**src/rtl/timer_device.sv**
```systemverilog
// timer_device: memory-mapped free-running cycle counter with a sticky,
// software-acknowledged interrupt request toward cp0.
//   0xffff001c  load: cycle count      store: interrupt cycle
//   0xffff006c  store: acknowledge     load: 0
//   0xffff0020  load/store: reload period (only with TIMER_PERIODIC_EN)
// Optional feature macro: TIMER_PERIODIC_EN (periodic reload of the compare
// value on each match while the period is non-zero).
module timer_device (
  input  logic        clock,
  input  logic        reset,
  input  logic [31:0] address,
  input  logic [31:0] data,
  input  logic        MemRead,
  input  logic        MemWrite,
  output logic        TimerInterrupt,
  output logic        TimerAddress,
  output logic [31:0] cycle
);

  localparam logic [31:0] CYCLE_ADDR  = 32'hffff_001c;
  localparam logic [31:0] ACK_ADDR    = 32'hffff_006c;
  localparam logic [31:0] PERIOD_ADDR = 32'hffff_0020;

  logic [31:0] cycle_count_q, cycle_count_d;
  logic [31:0] interrupt_cycle_q, interrupt_cycle_d;
  logic        irq_q, irq_d;
  logic        hit_cycle, hit_ack, hit_period;
  logic        match;
`ifdef TIMER_PERIODIC_EN
  logic [31:0] period_q, period_d;
`endif

  // Address decode, compare and next-state for every register.
  always_comb begin
    hit_cycle = (address == CYCLE_ADDR);
    hit_ack   = (address == ACK_ADDR);
`ifdef TIMER_PERIODIC_EN
    hit_period = (address == PERIOD_ADDR);
`else
    hit_period = 1'b0;
`endif
    // Compare uses pre-edge values, so a store in the match cycle cannot hide it.
    match = (cycle_count_q == interrupt_cycle_q);

    cycle_count_d = cycle_count_q + 32'd1;

    interrupt_cycle_d = interrupt_cycle_q;
`ifdef TIMER_PERIODIC_EN
    period_d = period_q;
    if (MemWrite && hit_period)
      period_d = data;
    if (match && (period_q != 32'd0))
      interrupt_cycle_d = interrupt_cycle_q + period_q;
`endif
    // A software store overrides any periodic reload in the same cycle.
    if (MemWrite && hit_cycle)
      interrupt_cycle_d = data;

    // Set wins over a simultaneous acknowledge so no interrupt is lost.
    irq_d = irq_q;
    if (MemWrite && hit_ack)
      irq_d = 1'b0;
    if (match)
      irq_d = 1'b1;
  end

  // State registers with synchronous reset that dominates every update.
  always_ff @(posedge clock) begin
    if (reset) begin
      cycle_count_q     <= 32'd0;
      interrupt_cycle_q <= 32'hffff_ffff;
      irq_q             <= 1'b0;
`ifdef TIMER_PERIODIC_EN
      period_q          <= 32'd0;
`endif
    end else begin
      cycle_count_q     <= cycle_count_d;
      interrupt_cycle_q <= interrupt_cycle_d;
      irq_q             <= irq_d;
`ifdef TIMER_PERIODIC_EN
      period_q          <= period_d;
`endif
    end
  end

  // Zero-latency load data and address-hit flag for the datapath.
  always_comb begin
    TimerAddress = (MemRead | MemWrite) & (hit_cycle | hit_ack | hit_period);
    cycle = 32'd0;
    if (MemRead && hit_cycle)
      cycle = cycle_count_q;
`ifdef TIMER_PERIODIC_EN
    else if (MemRead && hit_period)
      cycle = period_q;
`endif
  end

  assign TimerInterrupt = irq_q;

endmodule
```
**config.mk**
```make
export PLATFORM = sky130hd
export DESIGN_NAME = timer_device
export DESIGN_NICKNAME = d
export VERILOG_FILES = /design/src/rtl/timer_device.sv
export SDC_FILE = /design/constraint.sdc
export NUM_CORES = 1
export LEC_CHECK = 0
export CORE_MARGIN = 1.5
export CORE_UTILIZATION = 27
export CTS_CLUSTER_DIAMETER = 120
export CTS_CLUSTER_SIZE = 28
export DETAILED_ROUTE_END_ITERATION = 6
export PLACE_DENSITY_LB_ADDON = 0.3
export SKIP_CTS_REPAIR_TIMING = 1
export SLEW_MARGIN = 20
export SYNTH_ARGS = -nofsm -noshare
export SYNTH_HDL_FRONTEND = slang
export SYNTH_SLANG_ARGS = --single-unit
export TNS_END_PERCENT = 30
```
**constraint.sdc**
```tcl
create_clock -name clock -period 6.05 [get_ports clock]
set_clock_uncertainty 0.15 [all_clocks]
set_input_delay 1.5125 -clock clock [delete_from_list [all_inputs] [get_ports clock]]
set_output_delay 1.5125 -clock clock [all_outputs]
set_load 0.01 [all_outputs]
```
==> reports/qor.yml <==
outcome:
  outcome: "complete, no violations"
hold_path:
  worst_hold_path.num_cells: 2
  hold_path_startpoint: "interrupt_cycle_q[29]$_SDFFE_PP1P_"
  hold_path_class: "flip-flop to flip-flop"
  worstHoldEndpoint: "interrupt_cycle_q[29]$_SDFFE_PP1P_"
pwr:
  power.density_cell_area_mw_per_mm2: 231
  switching_share_of_power_pct: 19.7
  clkPwrFrac_pct: 54.7
  power.leakage_uw: 0.00185
  post-layout-total-power_uw: 1090
  seq_power_share_pct: 39.7
  total_switching_power_uw: 215
  vdd.ir_drop.worst_mv: 0.122
  pwr-share-comb_pct: 5.5
  p_int_uw: 875
placed_design:
  gp_routability_congestion: 0.805
  detailed_place_hpwl_um: 6870
  placedInstanceArea_mm2: 0.00437
  placed_cells_incl_taps: 592
  port_buffers: 101
  pre_cts_slack_ps: 416
route:
  drc: 0
  viasPerCell: 4.66
  length_of_the_first_detailed_routing_pass_in_iterations: 4
  total_via_count_after_detailed_routing: 2832
  detail_route.wirelength_um: 9080
  detail_route.wl_per_cell_um: 14.9
  drtIter0Drc: 96
  antenna_violating_nets_post_route: 0
synthesis:
  synthMostInstantiatedCell: "sky130_fd_sc_hd__dfxtp_1"
  synthTopCellsByCount: "sky130_fd_sc_hd__dfxtp_1 (65), sky130_fd_sc_hd__nand2_1 (40), sky130_fd_sc_hd__xor2_1 (37)"
  synth_cell_type_count: 36
  synth_top_area_cell: "sky130_fd_sc_hd__dfxtp_1"
  mappedNetlistArea_mm2: 0.00324
  synth-edff-count: 0
  ys.warnings.count: 0
  synth_flop_cell: "sky130_fd_sc_hd__dfxtp_1"
  post_synth_main_area_contributors: "sky130_fd_sc_hd__dfxtp_1 (40%), sky130_fd_sc_hd__xor2_1 (10%), sky130_fd_sc_hd__mux2i_1 (9.9%)"
  synth-seq-cells: 65
  postSynthAreaPerCell_um2: 8.91
  ys_async_sr_fraction_pct: 0
  synth_nets: 433
  synthesized_netlist_cell_count: 364
  synth_top_cell_area_share_pct: 40.1
  sequential_to_total_area_share_from_yosys_stat_pct: 40.1
worst_setup_path:
  reg2reg_depth: 6
  critPathMaxFanout: 32
  worst-endpoint-arrival_ps: 3960
  critical_path.startpoint_type: "primary input"
  crit-reg2reg-capture: "cycle_count_q[26]$_SDFF_PP0_"
  rr_startpoint: "cycle_count_q[0]$_SDFF_PP0_"
  worstSetupEndpointType: "output pin"
  worst_setup_path_startpoint: "address[23]"
  rrSetupSlack_ps: 3830
  critPathRequiredTime_ps: 4390
  setup.worst_path.class: "primary input to output pin"
sta:
  report.final.setup_viol: 0
  totalNegativeSetupSlack_ps: 0
  achievable-frequency_mhz: 178
  timing.final.hold_violations: 0
  worst_pin_slew_ps: 812
  post-route-worst-setup-slack_ps: 429
  period_share_pct: 92.9
  rsz0062_at_grt: "no"
  slew-limit-headroom_pct: 45.3
  final_max_slew_viol_count: 0
  period_minus_slack_ps: 5620
clock_tree:
  h-tree-depth: 3
  worst_setup_hold_path_clk_slew_ps: 50
  cts-root-to-sink-buffers: 2
  clock_root_cell: "sky130_fd_sc_hd__clkbuf_16"
  tritoncts: "yes"
  numClockSinks: 65
  clk-insertion-delay-late_ps: 330
  cts_buffers: 9
global_routing:
  first_global_vias: 2949
  grt.total_usage_pct: 14.8
  globalRouteOverflowTotal: 0
  number_of_antenna_violations_at_the_first_check_in_global_routing: 0
  pin_count_of_the_biggest_net_entering_global_routing: 35
  wire_length_of_the_first_global_routing_pass_um: 14700
die:
  io-pin-count: 102
  fp.dieW_um: 113
  core_area_mm2: 0.0116
  floorplan.die_area_mm2: 0.0127
  die_y_um: 113
  placement_rows: 39
  initial_core_util_pct: 28.0
cells_and_area:
  finalNetCount: 529
  instances_no_fill: 608
  drive_above_1_share_pct: 6.24
  area_delta_synth_final_pct: 45.5
  final_non_filler_cell_area_mm2: 0.00472
  fillCellCount: 1155
  number_of_diodes: 0
run:
  maxCapViolations: 0
## routing by layer
layer	GRT usage, %	up-vias	share of wire (%)
li1	-	1414	-
met1	18.7	1330	46
met2	24.4	67	47
met3	3.89	21	3.9
met4	5.57	0	2.7
met5	0	-	0
## how the worst max path moves through the flow
stage / to / slack, ps / cells past startpoint
global placement: cycle[11] / 470 / 8
finish: cycle[11] / 430 / 8
detailed placement: cycle[11] / 420 / 8
floorplan: cycle[11] / 1670 / 6
global route: cycle[28] / 180 / 8
CTS: cycle[11] / 410 / 8
## flip-flops by register name, indices dropped and copies added (netlist names)
register and flops:
cycle_count_q 32, interrupt_cycle_q 32, TimerInterrupt 1
## power groups by stage
stage                     registers (µW)  logic [µW]  clock network (µW)
final                                433        60.1                 597
after CTS                            433        60.8                 603
after detailed placement             442        60.6                   0
after floorplan                      441        13.2                   0
after global placement               442        59.8                   0
after global routing                 433        65.0                 618
## critical path, stage by stage
cell                              delay, ps
sky130_fd_sc_hd__clkdlybuf4s50_1        470
sky130_fd_sc_hd__nand4_1                 90
sky130_fd_sc_hd__nor4_1                 400
sky130_fd_sc_hd__nor2b_1                250
sky130_fd_sc_hd__and3_1                 170
sky130_fd_sc_hd__buf_4                  280
sky130_fd_sc_hd__and2_1                 230
sky130_fd_sc_hd__clkdlybuf4s50_1        550
## final cells by class
class / instances / area (µm²) / area share, %
Multi-Input combinational cell: 273 / 1830 / 38.7
Clock buffer: 9 / 225 / 4.77
Clock inverter: 7 / 119 / 2.52
Sequential cell: 65 / 1300 / 27.6
Inverter: 5 / 18.8 / 0.398
Tap cell: 143 / 179 / 3.79
Timing Repair Buffer: 106 / 1050 / 22.2
## cells by family (layout without fill, tap and decap cells)
logic type / Yosys count / count (layout) / share of synthesized area, %
AO/OA/AOI/OAI: 10 / 10 / 1.89
XOR/XNOR: 58 / 58 / 15.7
adder cells (fa/ha/maj): 1 / 1 / 0.386
buffers and inverters: 26 / 127 / 3.70
flip-flops: 65 / 65 / 40.1
multiplexers: 32 / 32 / 9.88
AND/OR/NAND/NOR: 172 / 172 / 28.4
## through the flow
stage	utilization, %	hold slack (ps)
2_1_floorplan	-	309
3_3_place_gp	37.8	331
3_5_place_dp	37.8	338
4_1_cts	40.8	351
5_1_grt	40.8	372
6_report	40.8	349
## cell usage in the layout (no fill, tap or decap), drive strengths merged, types with 2 or more instances in the layout
cell type / n
nand3: 19
xor2: 37
nand2: 40
nor2b: 2
nor3: 4
and2: 32
nand4: 17
inv: 5
clkinvlp: 2
clkbuf: 9
o21ai: 4
mux2i: 32
nor4: 10
nor2: 33
and3: 4
xnor2: 21
or3: 4
buf: 5
bufinv: 3
dfxtp: 65
clkinv: 2
a21oi: 4
clkdlybuf4s50: 101
No activity file was read; power rests on OpenSTA's default activity.
